**config.mk**
```make
export PLATFORM = sky130hd
export DESIGN_NAME = somatorio_sched_flat
export DESIGN_NICKNAME = d
export VERILOG_FILES = /design/src/rtl/somatorio_sched_if.sv /design/src/rtl/somatorio_sched.sv /design/src/flat_wrapper.sv
export SDC_FILE = /design/constraint.sdc
export NUM_CORES = 1
export LEC_CHECK = 0
export BUFFER_PORTS_ARGS = -buffer_cell sky130_fd_sc_hd__buf_2
export CAP_MARGIN = 20
export CORE_MARGIN = 2
export CORE_UTILIZATION = 52
export CTS_BUF_LIST = sky130_fd_sc_hd__clkbuf_4
export CTS_CLUSTER_SIZE = 24
export DETAILED_ROUTE_END_ITERATION = 10
export PLACE_DENSITY = 0.95
export SKIP_LAST_GASP = 1
export SYNTH_ARGS = -nofsm -noshare
export SYNTH_HDL_FRONTEND = slang
export SYNTH_SLANG_ARGS = --single-unit
```
**constraint.sdc**
```tcl
create_clock -name clk -period 3 [get_ports clk]
set_input_delay 0.45 -clock clk [delete_from_list [all_inputs] [get_ports clk]]
set_output_delay 0.45 -clock clk [all_outputs]
set_load 0.005 [all_outputs]
```
**src/rtl/somatorio_sched_if.sv**
```systemverilog
// Bundle between somatorio_sched, its N requesters and the shared somatorio
// accumulator.
//   req/ops           requester -> scheduler (request, four packed operands each)
//   done/res_*/busy   scheduler -> requester (completion pulse, result, status)
//   acc_iniciar/ent   scheduler -> accumulator
//   acc_soma/pronto/erro  accumulator -> scheduler
// Modport slave is the scheduler view; master is the client/accumulator view.
interface somatorio_sched_if #(
  parameter int unsigned N = 4
);
  logic [N-1:0]    req;
  logic [32*N-1:0] ops;
  logic [N-1:0]    done;
  logic [7:0]      res_soma;
  logic            res_erro;
  logic            res_timeout;
  logic            busy;
  logic            acc_iniciar;
  logic [7:0]      acc_ent;
  logic [7:0]      acc_soma;
  logic            acc_pronto;
  logic            acc_erro;

  modport slave (
    input  req, ops, acc_soma, acc_pronto, acc_erro,
    output done, res_soma, res_erro, res_timeout, busy, acc_iniciar, acc_ent
  );

  modport master (
    output req, ops, acc_soma, acc_pronto, acc_erro,
    input  done, res_soma, res_erro, res_timeout, busy, acc_iniciar, acc_ent
  );
endinterface

```
**src/rtl/somatorio_sched.sv**
```systemverilog
// Round-robin scheduler sharing one somatorio four-operand accumulator among
// N requesters. A granted requester's operands are latched, streamed to the
// accumulator (iniciar + op0, then op1..op3), and the answer (or a timeout)
// is returned with a one-cycle one-hot done pulse.
// Ports:
//   clk    clock, rising edge
//   reset  synchronous, active-low
//   bus    somatorio_sched_if.slave (requester side and accumulator side)
module somatorio_sched #(
  parameter int unsigned N       = 4,
  parameter int unsigned TIMEOUT = 64
) (
  input  logic              clk,
  input  logic              reset,
  somatorio_sched_if.slave  bus
);

  localparam int unsigned IW = (N > 1) ? $clog2(N) : 1;
  localparam int unsigned CW = $clog2(TIMEOUT);

  typedef enum logic [2:0] {
    S_IDLE,
    S_ISSUE0,
    S_ISSUE1,
    S_ISSUE2,
    S_ISSUE3,
    S_WAIT,
    S_DONE
  } state_t;

  state_t          r_state;
  logic [IW-1:0]   r_ptr;
  logic [IW-1:0]   r_idx;
  logic [31:0]     r_ops;
  logic [CW-1:0]   r_cnt;
  logic [N-1:0]    r_done;
  logic [7:0]      r_res_soma;
  logic            r_res_erro;
  logic            r_res_timeout;

  logic            w_found;
  logic [IW-1:0]   w_pick;
  logic [IW-1:0]   w_cand;
  logic            w_iniciar;
  logic [7:0]      w_ent;
  logic [N-1:0]    w_onehot;

  // First pending requester at or after r_ptr, wrapping around.
  always_comb begin
    w_found = 1'b0;
    w_pick  = r_ptr;
    w_cand  = '0;
    for (int unsigned k = 0; k < N; k++) begin
      w_cand = IW'((32'(r_ptr) + k) % N);
      if (!w_found && bus.req[w_cand]) begin
        w_found = 1'b1;
        w_pick  = w_cand;
      end
    end
  end

  assign w_onehot = {{(N-1){1'b0}}, 1'b1} << r_idx;

  // Scheduler state machine; result and done are captured on leaving WAIT.
  always_ff @(posedge clk) begin
    if (!reset) begin
      r_state       <= S_IDLE;
      r_ptr         <= '0;
      r_idx         <= '0;
      r_ops         <= '0;
      r_cnt         <= '0;
      r_done        <= '0;
      r_res_soma    <= '0;
      r_res_erro    <= 1'b0;
      r_res_timeout <= 1'b0;
    end else begin
      r_done <= '0;
      case (r_state)
        S_IDLE: begin
          if (w_found) begin
            r_idx   <= w_pick;
            r_ops   <= bus.ops[32*w_pick +: 32];
            r_state <= S_ISSUE0;
          end
        end
        S_ISSUE0: r_state <= S_ISSUE1;
        S_ISSUE1: r_state <= S_ISSUE2;
        S_ISSUE2: r_state <= S_ISSUE3;
        S_ISSUE3: begin
          r_cnt   <= '0;
          r_state <= S_WAIT;
        end
        S_WAIT: begin
          // erro outranks pronto when both arrive together
          if (bus.acc_erro) begin
            r_res_soma    <= bus.acc_soma;
            r_res_erro    <= 1'b1;
            r_res_timeout <= 1'b0;
            r_done        <= w_onehot;
            r_state       <= S_DONE;
          end else if (bus.acc_pronto) begin
            r_res_soma    <= bus.acc_soma;
            r_res_erro    <= 1'b0;
            r_res_timeout <= 1'b0;
            r_done        <= w_onehot;
            r_state       <= S_DONE;
          end else if (r_cnt == CW'(TIMEOUT - 1)) begin
            r_res_soma    <= '0;
            r_res_erro    <= 1'b0;
            r_res_timeout <= 1'b1;
            r_done        <= w_onehot;
            r_state       <= S_DONE;
          end else begin
            r_cnt <= r_cnt + CW'(1);
          end
        end
        S_DONE: begin
          r_ptr   <= (r_idx == IW'(N - 1)) ? '0 : r_idx + IW'(1);
          r_state <= S_IDLE;
        end
        default: r_state <= S_IDLE;
      endcase
    end
  end

  // Accumulator drive decoded from the registered state and latched operands.
  always_comb begin
    w_iniciar = 1'b0;
    w_ent     = '0;
    case (r_state)
      S_ISSUE0: begin
        w_iniciar = 1'b1;
        w_ent     = r_ops[7:0];
      end
      S_ISSUE1: w_ent = r_ops[15:8];
      S_ISSUE2: w_ent = r_ops[23:16];
      S_ISSUE3: w_ent = r_ops[31:24];
      default:  w_ent = '0;
    endcase
  end

  assign bus.acc_iniciar = w_iniciar;
  assign bus.acc_ent     = w_ent;
  assign bus.busy        = (r_state != S_IDLE);
  assign bus.done        = r_done;
  assign bus.res_soma    = r_res_soma;
  assign bus.res_erro    = r_res_erro;
  assign bus.res_timeout = r_res_timeout;

endmodule
```
**src/flat_wrapper.sv**
```systemverilog
// flat-port wrapper written by rule: the top's interface ports become plain ports
module somatorio_sched_flat 
#(
  parameter int unsigned N       = 4,
  parameter int unsigned TIMEOUT = 64
)
  (clk, reset, bus_req, bus_ops, bus_acc_soma, bus_acc_pronto, bus_acc_erro, bus_done, bus_res_soma, bus_res_erro, bus_res_timeout, bus_busy, bus_acc_iniciar, bus_acc_ent);
  somatorio_sched_if #(.N(N)) bus_i ();
  input  logic clk;
  input  logic reset;
  input wire logic [$bits(bus_i.req)-1:0] bus_req;
  input wire logic [$bits(bus_i.ops)-1:0] bus_ops;
  input wire logic [$bits(bus_i.acc_soma)-1:0] bus_acc_soma;
  input wire logic [$bits(bus_i.acc_pronto)-1:0] bus_acc_pronto;
  input wire logic [$bits(bus_i.acc_erro)-1:0] bus_acc_erro;
  output wire logic [$bits(bus_i.done)-1:0] bus_done;
  output wire logic [$bits(bus_i.res_soma)-1:0] bus_res_soma;
  output wire logic [$bits(bus_i.res_erro)-1:0] bus_res_erro;
  output wire logic [$bits(bus_i.res_timeout)-1:0] bus_res_timeout;
  output wire logic [$bits(bus_i.busy)-1:0] bus_busy;
  output wire logic [$bits(bus_i.acc_iniciar)-1:0] bus_acc_iniciar;
  output wire logic [$bits(bus_i.acc_ent)-1:0] bus_acc_ent;
  assign bus_i.req = bus_req;
  assign bus_i.ops = bus_ops;
  assign bus_i.acc_soma = bus_acc_soma;
  assign bus_i.acc_pronto = bus_acc_pronto;
  assign bus_i.acc_erro = bus_acc_erro;
  assign bus_done = bus_i.done;
  assign bus_res_soma = bus_i.res_soma;
  assign bus_res_erro = bus_i.res_erro;
  assign bus_res_timeout = bus_i.res_timeout;
  assign bus_busy = bus_i.busy;
  assign bus_acc_iniciar = bus_i.acc_iniciar;
  assign bus_acc_ent = bus_i.acc_ent;
  somatorio_sched #(.N(N), .TIMEOUT(TIMEOUT)) u_core (.clk(clk), .reset(reset), .bus(bus_i));
endmodule
```
# == Word-level counts from Yosys, hierarchy flattened ==
# Index checks and enable logic that the tools add are counted.
# totals
reg_bits,59
in_bits,144
output_inout_bits,24
word_cells,87
# classes
add_sub_neg,5
magnitude_cmp,4
eq_ne,13
shifts,2
mux,39
reduce_logical,15
# ops
op,count
$shiftx A128 B8 Y32,1
$pmux W8 S4,1
$mux W8,3
$mux W6,3
$pmux W3 S6,1
$mux W1,15
$lt A2 B3 Y1 const B,4
$mux W3,4
$mux W4,3
$pmux W6 S2,1
$eq A3 B3 Y1 const B,3
$bmux W1 S2,4
$mux W2,4
$reduce_and A2 Y1,4
$add A6 B1 Y6 const B,1
$eq A3 B2 Y1 const B,2
$eq A6 B6 Y1 const B,1
$ne A2 B2 Y1 const B,3
$reduce_bool A3 Y1,2
$add A2 B1 Y2 const B,2
$add A2 B2 Y2 const B,2
$ne A4 B3 Y1 const B,1
$reduce_and A4 Y1,1
$shl A1 B2 Y4 const A,1
7 further kinds,11

# == Depth between registers and ports, before layout ==
# logic_depth
depth_word,14
ltp_mapped,8
mapped_depth_nobuf,6

# == Least setup slack after synthesis ==
# No wires, ideal clock.
# synth_path
path_type,input to register
startpoint,in bus_req[2]
endpoint,reg u_core.r_ops[21]
arrival_time_ns,1.649
required_time_ns,2.871
path_slack_ns,1.222
stages,7
cell_sequence,nor2b_1 o21ai_0 o211a_1 buf_4 buf_2 mux2i_1 o221ai_2
# synth_via
elab_chain_len,13
word_cells_on_any_way,23
# synth_lines
element,line_no,text
"start, declared",flat_wrapper.sv:11,input wire logic [$bits(bus_i.req)-1:0] bus_req;
$bmux W1 S2,somatorio_sched.sv:55,if (!w_found && bus.req[w_cand]) begin
$mux W1 (implied by the code),somatorio_sched.sv:55,
$mux W1,somatorio_sched.sv:55,
$logic_not A1 Y1,somatorio_sched.sv:55,
$logic_and A1 B1 Y1,somatorio_sched.sv:55,
$mux W1,somatorio_sched.sv:55,
$logic_not A1 Y1,somatorio_sched.sv:55,
$logic_and A1 B1 Y1,somatorio_sched.sv:55,
$mux W1,somatorio_sched.sv:55,
$logic_not A1 Y1,somatorio_sched.sv:55,
$logic_and A1 B1 Y1,somatorio_sched.sv:55,
$mux W2 or $mux W1 (tied branches),somatorio_sched.sv:55,
$shiftx A128 B8 Y32 or $reduce_and A2 Y1 (tied branches),-,
"end signal, assigned",somatorio_sched.sv:82,r_ops <= bus.ops[32*w_pick +: 32];
"end, declared",somatorio_sched.sv:34,logic [31:0] r_ops;
# Several ways; a longest one is shown, not always the timed one. The select of a mux whose other input is x is not followed.
# A chain may end at the register's enable or synchronous reset.

# == Worst setup path after layout ==
# layout_path
startpoint,reg u_core.r_state[1]
endpoint,out bus_acc_ent[2]
# layout_via
elab_chain_len,2
word_cells_on_any_way,5
# layout_lines
element,line_no,text
"start, declared",somatorio_sched.sv:31,state_t r_state;
"start signal, assigned",somatorio_sched.sv:67,r_state <= S_IDLE;
"start signal, assigned",somatorio_sched.sv:83,r_state <= S_ISSUE0;
"start signal, assigned",somatorio_sched.sv:86,S_ISSUE0: r_state <= S_ISSUE1;
"$eq A3 B3 Y1, or another cell as far along",somatorio_sched.sv:130,case (r_state)
$pmux W8 S4 *,somatorio_sched.sv:130,
"end, declared",flat_wrapper.sv:22,output wire logic [$bits(bus_i.acc_ent)-1:0] bus_acc_ent;
# Every way passes the cells marked *; elsewhere a longest branch is shown, timed or not.

==> impl_metrics.env <==
export IMPL_crit_fanout=12
export IMPL_final_setup_tns_ns=0
export IMPL_core_area_sq_um=6680
export IMPL_ant_nets=0
export IMPL_dp_cells=589
export IMPL_die_h_um=86.4
export IMPL_finClkSkew_ns=0.0112
export IMPL_r2r_slack_ns=0.79
export IMPL_seq_area_frac_synth=0.334
export IMPL_max_stage_delay_ns=0.62
export IMPL_seqCellArea_sq_um=1180
export IMPL_nFillCells=519
export IMPL_max_clock_freq_mhz=372
export IMPL_drv_slew=0
export IMPL_hold_buffers=0
export IMPL_area_growth_pct=26.7
export IMPL_multi_input_area_sq_um=2180
export IMPL_rsz0062_at_grt="no"
export IMPL_vdd_drop_max_mv=0.282
export IMPL_wl_um=9550
export IMPL_yosys_area_top_type_share=0.334
export IMPL_syn_nets=513
export IMPL_io_pins=168
export IMPL_p_per_area_nw_per_um2=445
export IMPL_dp_hpwl_um=7370
export IMPL_vias=3375
export IMPL_ys_types=42
export IMPL_cts_path_max_buffers=2
export IMPL_fin_crit_sh=0.895
export IMPL_hold_viol=0
export IMPL_worst_pin_slew_ns=0.673
export IMPL_diodes=0
export IMPL_r2r_end="u_core.r_ops[0]"
export IMPL_start_util=0.529
export IMPL_setup_violations_final=0
export IMPL_postCtsSetupBuffers=0
export IMPL_grt_overflow_total=0
export IMPL_cp_arrival_ns=2.24
export IMPL_post_drt_wl_per_cell_um=15.8
export IMPL_drc=0
export IMPL_cts_root_buf="clkbuf_4"
export IMPL_min_from="bus_acc_soma[5]"
export IMPL_cts_sinks=59
export IMPL_path_class="flip-flop to primary output"
export IMPL_maxCapViolCount=0
export IMPL_syn_inst=364
export IMPL_postSynthAreaPerCell_sq_um=9.71
export IMPL_grt_max_degree=33
export IMPL_fp_dieArea_sq_um=7470
export IMPL_clk_latency_ns=0.39
export IMPL_port_buffers=167
export IMPL_period_minus_slack_ns=2.69
export IMPL_yosysTopAreaCell="dfxtp_1"
export IMPL_crit_chain="nor2b_1 -> a22oi_1 -> o21ai_0 -> buf_2"
export IMPL_p_leak_uw=0.00199
export IMPL_hold_class="input port to flip-flop"
export IMPL_drt_initial_drc_count=153
export IMPL_row_count=30
export IMPL_fp_dieW_um=86.4
export IMPL_holdPathEnd="u_core.bus.res_soma[5]"
export IMPL_rr_startpoint="u_core.r_state[0]"
export IMPL_grt_pass1_wl_um=14900
export IMPL_tritoncts="done"
export IMPL_r2r_worst_path_cells=5
export IMPL_relSlewSlack=0.547
export IMPL_instances_no_fill=605
export IMPL_cp_end_kind="primary output"
export IMPL_gp_congestion=0.749
export IMPL_ys_ff_latch=59
export IMPL_ys_warn_count=0
export IMPL_ys_top_cells_by_area="dfxtp_1 (33%), mux2i_1 (19%), o221ai_2 (13%)"
export IMPL_cp_slowest_cell="dfxtp_1"
export IMPL_start_kind="flip-flop"
export IMPL_drt_pass1_iterations=6
export IMPL_synth_edf_count=0
export IMPL_drive_above_1_share=0.461
export IMPL_grt_util_all_layers=0.253
export IMPL_antenna_found_initial=0
export IMPL_nNetsFinal=669
export IMPL_cts_max_level=3
export IMPL_grt_pass1_vias=3283
export IMPL_synth_flop_cell="dfxtp_1"
export IMPL_cp_data_required_time_ns=2.55
export IMPL_async_reset_ff_frac=0
export IMPL_tritoncts_num_buffers=9
export IMPL_post_cts_resized=0
export IMPL_routed_via_density=5.58
export IMPL_synth_cell_area_sq_um=3530
export IMPL_status="completed"
export IMPL_whs_path_depth=3
export IMPL_path_clk_slew_ns=0.09
[power by group]
part           leakage (uW)  internal [uW]  switching [uW]
combinational       0.00144            282             288
clock             0.0000662            191             275
sequential         0.000482            870            84.8
[through the flow]
step                      total power [uW]  utilization  worst slack [ns]  cell area [sq um]  hold slack [ns]
final                                 1990        0.670             0.314               4480            0.326
after global routing                  2100        0.670             0.128               4480            0.335
after CTS                             2000        0.670             0.363               4480            0.315
after detailed placement              1540        0.654             0.641               4370            0.455
after global placement                1510        0.654             0.737               4370            0.443
after floorplan                       1350            -              1.22               3530            0.428
[area by class of cell]
| class | count | area share |
|---|---|---|
| timing repair buffer | 171 | 0.199 |
| inverter | 6 | 0.00503 |
| clock buffer | 12 | 0.0201 |
| clock inverter | 4 | 0.00391 |
| multi-input combinational | 273 | 0.486 |
| sequential | 59 | 0.264 |
| tap | 80 | 0.0224 |
[worst max-delay path, delay by kind of cell, from the launching register on]
kind | cells | cell delay, ns
AND/OR/NAND/NOR | 1 | 0.61
AO/OA/AOI/OAI | 2 | 0.44
buffers and inverters | 1 | 0.17
flip-flops | 1 | 0.62
[routing by layer]
| layer | vias up | track usage | wire, um |
|---|---|---|---|
| li1 | 1649 | - | - |
| met1 | 1559 | 0.299 | 3770 |
| met2 | 149 | 0.446 | 4970 |
| met3 | 18 | 0.0629 | 600 |
| met4 | 0 | 0.0866 | 205 |
| met5 | - | 0 | 0 |
[worst max path at each step]
stage               cells past startpoint              start          endpoint  slack (ns)
finish                                  4  u_core.r_state[1]    bus_acc_ent[2]        0.31
global route                            4  u_core.r_state[1]    bus_acc_ent[2]        0.13
CTS                                     4  u_core.r_state[1]    bus_acc_ent[0]        0.36
detailed placement                      7         bus_req[2]   u_core.r_ops[7]        0.64
global placement                        6         bus_req[0]   u_core.r_ops[0]        0.74
floorplan                               7         bus_req[2]  u_core.r_ops[21]        1.22
[cell usage after synthesis, drive strengths merged, types with 4 or more instances]
cell type,count
mux2i,67
dfxtp,59
nand2,56
o221ai,32
buf,22
nor2,16
nor2b,14
a22oi,13
o21ai,13
a21oi,8
inv,6
a21boi,5
and2,5
and3,5
ha,5
mux2,5
xor2,5
clkbuf,4
nand3,4
or2,4
[kinds of logic (layout without fill, tap and decap cells)]
group | after synthesis | after routing | synth area share
flops | 59 | 59 | 0.334
simple gates | 113 | 113 | 0.160
buf+inv | 32 | 193 | 0.0535
xor+xnor | 5 | 5 | 0.0124
mux | 72 | 72 | 0.206
fa+ha+maj | 5 | 5 | 0.0177
compound gates | 78 | 78 | 0.217
[layout by cell type (no fill, tap or decap), types with 5 or more instances in the layout]
cell,Yosys,final
a21boi_0,5,5
a21oi_1,8,8
a22oi_1,13,13
and3_1,5,5
buf_2,13,167
clkbuf_4,0,12
dfxtp_1,59,59
ha_1,5,5
inv_1,6,6
mux2_2,5,5
mux2i_1,67,67
nand2_1,43,43
nand2_2,13,13
nor2_1,15,15
nor2b_1,14,14
o21ai_0,13,13
o221ai_2,30,30
xor2_1,5,5
[state kept, by name (all words and copies together), names as in the netlist]
register,cells
u_core.bus.done,4
u_core.bus.res_timeout,1
u_core.bus.res_erro,1
u_core.r_ptr,2
u_core.r_ops,32
u_core.r_cnt,6
u_core.bus.res_soma,8
u_core.r_state,3
u_core.r_idx,2
Power figures use the tool's default switching activity.
